<file path="config.mk">
export PLATFORM = sky130hd
export DESIGN_NAME = hazard_ctrl
export DESIGN_NICKNAME = d
export VERILOG_FILES = /design/src/rtl/hazard_pkg.sv /design/src/rtl/fwd_unit.sv /design/src/rtl/hazard_ctrl.sv
export SDC_FILE = /design/constraint.sdc
export NUM_CORES = 1
export LEC_CHECK = 0
export BUFFER_PORTS_ARGS = -buffer_cell sky130_fd_sc_hd__buf_4
export CAP_MARGIN = 10
export CORE_AREA = 4 4 41 43
export DETAILED_ROUTE_END_ITERATION = 16
export DIE_AREA = 0 0 45 47
export PLACE_DENSITY = 0.82
export SLEW_MARGIN = 20
export SYNTH_ARGS = -nofsm -noshare
export SYNTH_HDL_FRONTEND = slang
export SYNTH_SLANG_ARGS = --single-unit
</file>
<file path="constraint.sdc">
create_clock -name clk -period 2.11 [get_ports clk]
set_input_delay 0.422 -clock clk [delete_from_list [all_inputs] [get_ports clk]]
set_output_delay 0.422 -clock clk [all_outputs]
set_load 0.005 [all_outputs]
</file>
<file path="src/rtl/hazard_pkg.sv">
// ---------------------------------------------------------------------------
// hazard_pkg
// Shared types and constants for the pipeline hazard controller.
//   state_e : controller FSM states (RUN, STALL, FLUSH)
//   FWD_*   : execute-stage operand forwarding select encodings
// ---------------------------------------------------------------------------
package hazard_pkg;

  typedef enum logic [1:0] {
    RUN   = 2'd0,
    STALL = 2'd1,
    FLUSH = 2'd2
  } state_e;

  // Operand source select for the execute-stage operand muxes
  localparam logic [1:0] FWD_RF  = 2'b00;  // register file read value
  localparam logic [1:0] FWD_MEM = 2'b01;  // memory-stage result
  localparam logic [1:0] FWD_WB  = 2'b10;  // writeback-stage result

endpackage : hazard_pkg

</file>
<file path="src/rtl/fwd_unit.sv">
// ---------------------------------------------------------------------------
// fwd_unit
// Forwarding select for one execute-stage operand. A producer only counts
// when it writes a register, lives in the same register file (scalar vs
// vector) and targets the same index. The memory stage is younger than
// writeback, so it wins when both match. Register 0 is not special.
//
// Ports:
//   src_i       in  REG_W  execute-stage source index
//   vf_i        in  1      execute-stage vector-file flag
//   mem_dest_i  in  REG_W  memory-stage destination
//   mem_wreg_i  in  1      memory stage writes a register
//   mem_vf_i    in  1      memory-stage vector-file flag
//   wb_dest_i   in  REG_W  writeback-stage destination
//   wb_wreg_i   in  1      writeback stage writes a register
//   wb_vf_i     in  1      writeback-stage vector-file flag
//   sel_o       out 2      operand select (FWD_RF / FWD_MEM / FWD_WB)
// ---------------------------------------------------------------------------
module fwd_unit
  import hazard_pkg::*;
#(
  parameter int REG_W = 4
) (
  input  logic [REG_W-1:0] src_i,
  input  logic             vf_i,
  input  logic [REG_W-1:0] mem_dest_i,
  input  logic             mem_wreg_i,
  input  logic             mem_vf_i,
  input  logic [REG_W-1:0] wb_dest_i,
  input  logic             wb_wreg_i,
  input  logic             wb_vf_i,
  output logic [1:0]       sel_o
);

  logic mem_hit;
  logic wb_hit;

  assign mem_hit = mem_wreg_i & (mem_vf_i == vf_i) & (mem_dest_i == src_i);
  assign wb_hit  = wb_wreg_i  & (wb_vf_i  == vf_i) & (wb_dest_i  == src_i);

  always_comb begin
    sel_o = FWD_RF;
    if (mem_hit) begin
      sel_o = FWD_MEM;
    end else if (wb_hit) begin
      sel_o = FWD_WB;
    end
  end

endmodule : fwd_unit

</file>
<file path="src/rtl/hazard_ctrl.sv">
// ---------------------------------------------------------------------------
// hazard_ctrl
// Pipeline hazard controller for the 5-stage vector ASIP. Produces load-use
// stalls, taken-jump flushes and the execute-stage forwarding selects.
//
// Optional feature (macro HAZARD_PERF_EN): adds saturating 32-bit counters
// stall_cnt (cycles with stall_pc=1) and flush_cnt (cycles with flush_id=1).
//
// Ports:
//   clk        in  1      system clock
//   rst        in  1      asynchronous active-low reset
//   id_src_a   in  REG_W  decode first source index
//   id_src_b   in  REG_W  decode second source index
//   id_vf      in  1      decode uses vector file
//   ex_src_a   in  REG_W  execute first source index
//   ex_src_b   in  REG_W  execute second source index
//   ex_vf      in  1      execute vector flag
//   ex_dest    in  REG_W  execute destination
//   ex_wreg    in  1      execute writes register
//   ex_rmem    in  1      execute is a load
//   mem_dest   in  REG_W  memory destination
//   mem_wreg   in  1      memory writes register
//   mem_vf     in  1      memory vector flag
//   wb_dest    in  REG_W  writeback destination
//   wb_wreg    in  1      writeback writes register
//   wb_vf      in  1      writeback vector flag
//   jmp_taken  in  1      execute resolved a taken jump
//   stall_pc   out 1      hold PC
//   stall_id   out 1      hold fetch/decode register
//   bubble_ex  out 1      load NOP into decode/execute register
//   flush_id   out 1      clear fetch/decode register
//   fwd_a      out 2      operand A select (00 RF, 01 MEM, 10 WB)
//   fwd_b      out 2      operand B select
//   busy       out 1      state != RUN (registered)
//   stall_cnt  out 32     [HAZARD_PERF_EN] stall cycle count
//   flush_cnt  out 32     [HAZARD_PERF_EN] flush cycle count
// ---------------------------------------------------------------------------
module hazard_ctrl
  import hazard_pkg::*;
#(
  parameter int LOAD_STALL   = 1,
  parameter int FLUSH_CYCLES = 1,
  parameter int REG_W        = 4
) (
  input  logic             clk,
  input  logic             rst,
  input  logic [REG_W-1:0] id_src_a,
  input  logic [REG_W-1:0] id_src_b,
  input  logic             id_vf,
  input  logic [REG_W-1:0] ex_src_a,
  input  logic [REG_W-1:0] ex_src_b,
  input  logic             ex_vf,
  input  logic [REG_W-1:0] ex_dest,
  input  logic             ex_wreg,
  input  logic             ex_rmem,
  input  logic [REG_W-1:0] mem_dest,
  input  logic             mem_wreg,
  input  logic             mem_vf,
  input  logic [REG_W-1:0] wb_dest,
  input  logic             wb_wreg,
  input  logic             wb_vf,
  input  logic             jmp_taken,
`ifdef HAZARD_PERF_EN
  output logic [31:0]      stall_cnt,
  output logic [31:0]      flush_cnt,
`endif
  output logic             stall_pc,
  output logic             stall_id,
  output logic             bubble_ex,
  output logic             flush_id,
  output logic [1:0]       fwd_a,
  output logic [1:0]       fwd_b,
  output logic             busy
);

  localparam int MAX_CYC = (LOAD_STALL > FLUSH_CYCLES) ? LOAD_STALL : FLUSH_CYCLES;
  localparam int CNT_W   = (MAX_CYC > 1) ? $clog2(MAX_CYC + 1) : 1;

  state_e           state_q, state_d;
  logic [CNT_W-1:0] cnt_q,   cnt_d;

  logic       luh;
  logic       stall_c;
  logic       flush_c;
  logic [1:0] fwd_a_c;
  logic [1:0] fwd_b_c;

  // Load in execute whose destination is read by the instruction in decode,
  // same register file only.
  assign luh = ex_rmem & ex_wreg & (ex_vf == id_vf) &
               ((ex_dest == id_src_a) | (ex_dest == id_src_b));

  // -------------------------------------------------------------------------
  // FSM state and counter register
  // -------------------------------------------------------------------------
  always_ff @(posedge clk or negedge rst) begin
    if (!rst) begin
      state_q <= RUN;
      cnt_q   <= '0;
    end else begin
      state_q <= state_d;
      cnt_q   <= cnt_d;
    end
  end

  // -------------------------------------------------------------------------
  // Next state and raw control outputs. A taken jump overrides everything,
  // including a stall in progress, so the jump target is never held off.
  // -------------------------------------------------------------------------
  always_comb begin
    state_d = state_q;
    cnt_d   = cnt_q;
    stall_c = 1'b0;
    flush_c = 1'b0;

    if (jmp_taken) begin
      flush_c = 1'b1;
      if (FLUSH_CYCLES > 1) begin
        state_d = FLUSH;
        cnt_d   = CNT_W'(FLUSH_CYCLES - 1);
      end else begin
        state_d = RUN;
        cnt_d   = '0;
      end
    end else begin
      unique case (state_q)
        RUN: begin
          if (luh) begin
            stall_c = 1'b1;
            if (LOAD_STALL > 1) begin
              state_d = STALL;
              cnt_d   = CNT_W'(LOAD_STALL - 1);
            end
          end
        end
        STALL: begin
          stall_c = 1'b1;
          cnt_d   = cnt_q - CNT_W'(1);
          // A hazard still present here is picked up again from RUN next cycle
          if (cnt_q == CNT_W'(1)) begin
            state_d = RUN;
          end
        end
        FLUSH: begin
          flush_c = 1'b1;
          cnt_d   = cnt_q - CNT_W'(1);
          if (cnt_q == CNT_W'(1)) begin
            state_d = RUN;
          end
        end
        default: begin
          state_d = RUN;
          cnt_d   = '0;
        end
      endcase
    end
  end

  // -------------------------------------------------------------------------
  // Forwarding selects, one unit per execute operand
  // -------------------------------------------------------------------------
  fwd_unit #(.REG_W(REG_W)) u_fwd_a (
    .src_i      (ex_src_a),
    .vf_i       (ex_vf),
    .mem_dest_i (mem_dest),
    .mem_wreg_i (mem_wreg),
    .mem_vf_i   (mem_vf),
    .wb_dest_i  (wb_dest),
    .wb_wreg_i  (wb_wreg),
    .wb_vf_i    (wb_vf),
    .sel_o      (fwd_a_c)
  );

  fwd_unit #(.REG_W(REG_W)) u_fwd_b (
    .src_i      (ex_src_b),
    .vf_i       (ex_vf),
    .mem_dest_i (mem_dest),
    .mem_wreg_i (mem_wreg),
    .mem_vf_i   (mem_vf),
    .wb_dest_i  (wb_dest),
    .wb_wreg_i  (wb_wreg),
    .wb_vf_i    (wb_vf),
    .sel_o      (fwd_b_c)
  );

  // Combinational outputs are forced low while reset is asserted so the
  // pipeline sees a quiet controller even if inputs are toggling.
  assign stall_pc  = rst & stall_c;
  assign stall_id  = rst & stall_c;
  assign bubble_ex = rst & (stall_c | flush_c);
  assign flush_id  = rst & flush_c;
  assign fwd_a     = rst ? fwd_a_c : FWD_RF;
  assign fwd_b     = rst ? fwd_b_c : FWD_RF;
  assign busy      = (state_q != RUN);

`ifdef HAZARD_PERF_EN
  // -------------------------------------------------------------------------
  // Saturating performance counters
  // -------------------------------------------------------------------------
  logic [31:0] stall_cnt_q;
  logic [31:0] flush_cnt_q;

  always_ff @(posedge clk or negedge rst) begin
    if (!rst) begin
      stall_cnt_q <= '0;
      flush_cnt_q <= '0;
    end else begin
      if (stall_pc && (stall_cnt_q != 32'hFFFF_FFFF)) begin
        stall_cnt_q <= stall_cnt_q + 32'd1;
      end
      if (flush_id && (flush_cnt_q != 32'hFFFF_FFFF)) begin
        flush_cnt_q <= flush_cnt_q + 32'd1;
      end
    end
  end

  assign stall_cnt = stall_cnt_q;
  assign flush_cnt = flush_cnt_q;
`endif

endmodule : hazard_ctrl
</file>
After elaboration in Yosys (flattened, before gate mapping):

Index checks and enable logic that the tools add are counted.

* reductions and logical operators: 4
* equality and inequality tests: 13
* add/sub/neg operators: 1
* bitwise operators: 14
* multiplexer cells: 16

Operator list (count)
* $eq A4 B4 Y1: 6
* $mux W2: 8
* $and A1 B1 Y1: 12
* $mux W1: 5
* $pmux W1 S2: 2
* $pmux W2 S2: 1
* $eq A1 B1 Y1: 3
* $ne A3 B1 Y1 const B: 1
* $eq A2 B1 Y1 const B: 1
* $eq A2 B2 Y1 const B: 1
* $logic_not A2 Y1: 1
* $ne A2 B2 Y1 const B: 1
* $or A1 B1 Y1: 2
* $reduce_and A2 Y1: 1
* $reduce_bool A2 Y1: 1
* $reduce_or A2 Y1: 1
* $sub A1 B1 Y1 const B: 1

* word-level logic and storage cells: 50
* output and inout port bits: 9
* register bits: 3
* input bits: 39

Depth between registers and ports, before layout:

* depth after elaboration: 8
* gate-level depth with buffers: 5
* gate-level depth less buffers: 4

Cells and area by module:

Synthesis repeated with hierarchy kept, for this count alone.

* cell total of the unflattened synthesis: 57
* area total of the unflattened synthesis: 429.2 µm²

By module, submodules not included
* fwd_unit: instances 2, seq. area each 0.0 µm², cells an instance 16, area each 132.6 µm²
* hazard_ctrl: instances 1, seq. area each 0.0 µm², cells an instance 25, area each 163.9 µm²

Worst setup path after synthesis:

No wires, ideal clock.

* path kind: input to output
* from: input port id_src_a[1]
* to: output port stall_pc
* setup slack: 0.477 ns
* stages: 5
* data arrival time: 1.211 ns
* buffers on the path: 1
* path through: xor2_1 > nor4_1 > o21ai_0 > nor2_1 > buf_4

* word-level cells in the longest chain between the ends: 7

Ends and longest elaborated chain
* from (decl): line hazard_ctrl.sv:47 `input logic [REG_W-1:0] id_src_a,`
* $eq A4 B4 Y1: line hazard_ctrl.sv:91 `((ex_dest == id_src_a) | (ex_dest == id_src_b));`
* $or A1 B1 Y1: line hazard_ctrl.sv:91
* $and A1 B1 Y1: line hazard_ctrl.sv:90 `assign luh = ex_rmem & ex_wreg & (ex_vf == id_vf) &`
* $mux W1: line hazard_ctrl.sv:128 `if (luh) begin`
* $pmux W1 S2: line hazard_ctrl.sv:126 `unique case (state_q)`
* $mux W1: line hazard_ctrl.sv:116 `if (jmp_taken) begin`
* $and A1 B1 Y1
* to (decl): line hazard_ctrl.sv:67 `output logic stall_pc,`

No other way between the ends.

Worst setup path in the final report:

* from: input port id_src_a[1]
* to: output port stall_id

* word-level cells in the longest chain between the ends: 7

Ends and longest elaborated chain
* $eq A4 B4 Y1: line hazard_ctrl.sv:91
* $or A1 B1 Y1: line hazard_ctrl.sv:91
* $and A1 B1 Y1: line hazard_ctrl.sv:90
* $mux W1: line hazard_ctrl.sv:128
* $pmux W1 S2: line hazard_ctrl.sv:126
* $mux W1: line hazard_ctrl.sv:116
* $and A1 B1 Y1: line hazard_ctrl.sv:189 `assign stall_id = rst & stall_c;`
* to (decl): line hazard_ctrl.sv:68 `output logic stall_id,`

No other way between the ends.

==> impl_metrics.xml <==
<?xml version="1.0" encoding="UTF-8"?>
<metrics>
  <group name="run_status">
    <metric name="run_status" unit="">complete, no violations</metric>
  </group>
  <group name="setup_path">
    <metric name="cp-end-kind" unit="">output port</metric>
    <metric name="critPathMaxStageDelay" unit="ns">0.26</metric>
    <metric name="path_common_cell" unit="">sky130_fd_sc_hd__buf_4</metric>
    <metric name="critical_path.cell_chain" unit="">buf_4, xor2_1, nor4_1, o21ai_0, nor2_1, buf_4</metric>
    <metric name="critPathRequiredTime" unit="ns">1.69</metric>
    <metric name="critPathLaunchType" unit="">primary input</metric>
    <metric name="timing.critical_path.slowest_stage_cell" unit="">sky130_fd_sc_hd__nor4_1</metric>
    <metric name="cp.arrival" unit="ns">1.42</metric>
    <metric name="worstPathMaxFanout" unit="">2</metric>
    <metric name="critical_path_class" unit="">primary input to output port</metric>
  </group>
  <group name="floorplan">
    <metric name="ioPinCount" unit="">48</metric>
    <metric name="initial_core_util" unit="">0.282</metric>
    <metric name="die_area" unit="um2">2120</metric>
    <metric name="std_cell_core_area" unit="um2">1300</metric>
    <metric name="floorplan.die.height" unit="um">47</metric>
    <metric name="die-width" unit="um">45</metric>
    <metric name="std_cell_rows" unit="">13</metric>
  </group>
  <group name="yosys">
    <metric name="post_synth_inst_count" unit="">51</metric>
    <metric name="synth_sequential_area_ratio" unit="">0</metric>
    <metric name="synth_area_per_cell" unit="um2">7.19</metric>
    <metric name="yosys_warns" unit="">0</metric>
    <metric name="post_synth_most_frequent_cells" unit="">sky130_fd_sc_hd__xnor2_1, sky130_fd_sc_hd__xor2_1, sky130_fd_sc_hd__nor2_1</metric>
    <metric name="netlist_top_cells_area" unit="">sky130_fd_sc_hd__xnor2_1, sky130_fd_sc_hd__xor2_1, sky130_fd_sc_hd__nand4_1, sky130_fd_sc_hd__nor2_1, sky130_fd_sc_hd__nand3_1</metric>
    <metric name="top_area_cell_type_share_of_the_netlist_area" unit="">0.382</metric>
    <metric name="synth_most_common_cell" unit="">sky130_fd_sc_hd__xnor2_1</metric>
    <metric name="netlist-cell-type-count" unit="">14</metric>
    <metric name="synth.largest_area_cell" unit="">sky130_fd_sc_hd__xnor2_1</metric>
    <metric name="synth_fp_nets" unit="">90</metric>
    <metric name="synth.cell_area" unit="um2">367</metric>
  </group>
  <group name="timing">
    <metric name="achievable-frequency" unit="MHz">542</metric>
    <metric name="setup_repair_after_global_routing_missed_its_margin" unit="">false</metric>
    <metric name="min_period" unit="ns">1.84</metric>
    <metric name="finalMaxSlewViolations" unit="">0</metric>
    <metric name="setup_viol_count_final" unit="">0</metric>
    <metric name="fin_tns_setup" unit="ns">0</metric>
    <metric name="hold_violations" unit="">0</metric>
    <metric name="period_share" unit="">0.874</metric>
  </group>
  <group name="detailed_routing">
    <metric name="via_density_per_instance" unit="">4.53</metric>
    <metric name="via_count" unit="">498</metric>
    <metric name="drt_first_pass_iters" unit="">1</metric>
    <metric name="postRouteAntennaNets" unit="">0</metric>
    <metric name="initialDrtViolationCount" unit="">0</metric>
    <metric name="drt_drc_violations_left" unit="">0</metric>
    <metric name="routedWlPerCell" unit="um">11.7</metric>
    <metric name="total_detailed_routing_wirelength" unit="um">1290</metric>
  </group>
  <group name="cells_and_area">
    <metric name="fin_nets" unit="">136</metric>
    <metric name="regArea" unit="um2">0</metric>
    <metric name="nFillCells" unit="">141</metric>
    <metric name="seq_cell_count" unit="">0</metric>
    <metric name="antenna-diode-count" unit="">0</metric>
    <metric name="post_route_cells_drive_above_1_share" unit="">0.495</metric>
    <metric name="instances_no_fill" unit="">110</metric>
    <metric name="clock_buffer_count" unit="">0</metric>
    <metric name="area.growth.synth_to_final" unit="%">95.2</metric>
    <metric name="final_cell_area" unit="um2">716</metric>
  </group>
  <group name="placed_design">
    <metric name="routabilityCongestion" unit="">0.764</metric>
    <metric name="dp_hpwl" unit="um">1250</metric>
    <metric name="detailed_place.area" unit="um2">716</metric>
    <metric name="io_buffer_count" unit="">46</metric>
    <metric name="post-place-cells" unit="">110</metric>
  </group>
  <group name="global_routing">
    <metric name="grt_first_pass_wirelength" unit="um">2030</metric>
    <metric name="grt_pass1_vias" unit="">525</metric>
    <metric name="grt_start_max_net_pins" unit="">5</metric>
    <metric name="globalRouteOverflowTotal" unit="">0</metric>
    <metric name="global_route.usage.total" unit="">0.127</metric>
    <metric name="grt_antenna_before_repair" unit="">0</metric>
  </group>
  <group name="flow_run">
    <metric name="max_cap_viol_count" unit="">0</metric>
  </group>
  <group name="power_and_ir_drop">
    <metric name="total_power" unit="mW">0.130</metric>
    <metric name="peakVddDrop" unit="mV">0.0938</metric>
    <metric name="p_per_area" unit="nW/um2">181</metric>
    <metric name="power.static_leakage" unit="nW">0.344</metric>
  </group>
  <group name="cts">
    <metric name="post_cts_buffers" unit="">0</metric>
    <metric name="cts_hold_buf" unit="">0</metric>
    <metric name="post_cts.resized_instances" unit="">0</metric>
  </group>
  <group name="hold_path">
    <metric name="hold_class" unit="">primary input to output port</metric>
  </group>
</metrics>
==> critical path, delay by kind of cell <==
kind            cells  cell delay (ns)
simple gates        2             0.43
buf+inv             2             0.25
compound gates      1             0.16
xor+xnor            1             0.15
==> worst paths after layout <==
| check | from | to | slack, ns | depth (start not counted) |
|---|---|---|---|---|
| worst max-delay path | id_src_a[1] | stall_id | 0.27 | 6 |
| worst min-delay path | jmp_taken | stall_pc | 1.11 | 3 |
==> where the power goes <==
part / switching (mW) / internal (mW)
logic: 0.0485 / 0.0814
registers: 0 / 0
clock network: 0 / 0
total: 0.0485 / 0.0814
==> per-layer routing <==
layer	track usage	wire length [um]	vias up
li1	-	-	255
met1	0.115	386	211
met2	0.274	702	32
met3	0.0498	200	0
met4	0	0	0
met5	0	0	-
==> final cells by class <==
class	instances	area (um2)	area share
Tap cell	15	18.8	0.0262
Multi-Input combinational cell	48	348	0.486
Timing Repair Buffer	46	345	0.483
Inverter	1	3.75	0.00524
==> placed cells by master, fill, tap and decap left out, drive strengths merged <==
cell | synthesis | layout
nand3 | 3 | 3
nor4 | 2 | 2
conb | 1 | 1
inv | 1 | 1
o21ai | 1 | 1
xnor2 | 16 | 16
nor3 | 2 | 2
buf | 2 | 46
xor2 | 11 | 11
o2111a | 1 | 1
nor2 | 5 | 5
nand2 | 3 | 3
nand4 | 3 | 3
==> metrics by stage <==
stage,util,hold WS [ns],setup slack (ns)
floorplan,-,0.883,0.477
global placement,0.550,1.10,0.333
detailed placement,0.550,1.11,0.257
CTS,0.550,1.12,0.250
global route,0.550,1.14,0.108
finish,0.550,1.11,0.266
==> cell families after synthesis <==
family | after synthesis | share of synthesized area
AOI/OAI and AO/OA | 2 | 0.0444
xor gates and xnor gates | 27 | 0.645
buffers and inverters | 3 | 0.0512
other | 1 | 0.0102
and+or+nand+nor | 18 | 0.249
Power figures use the tool's default switching activity.
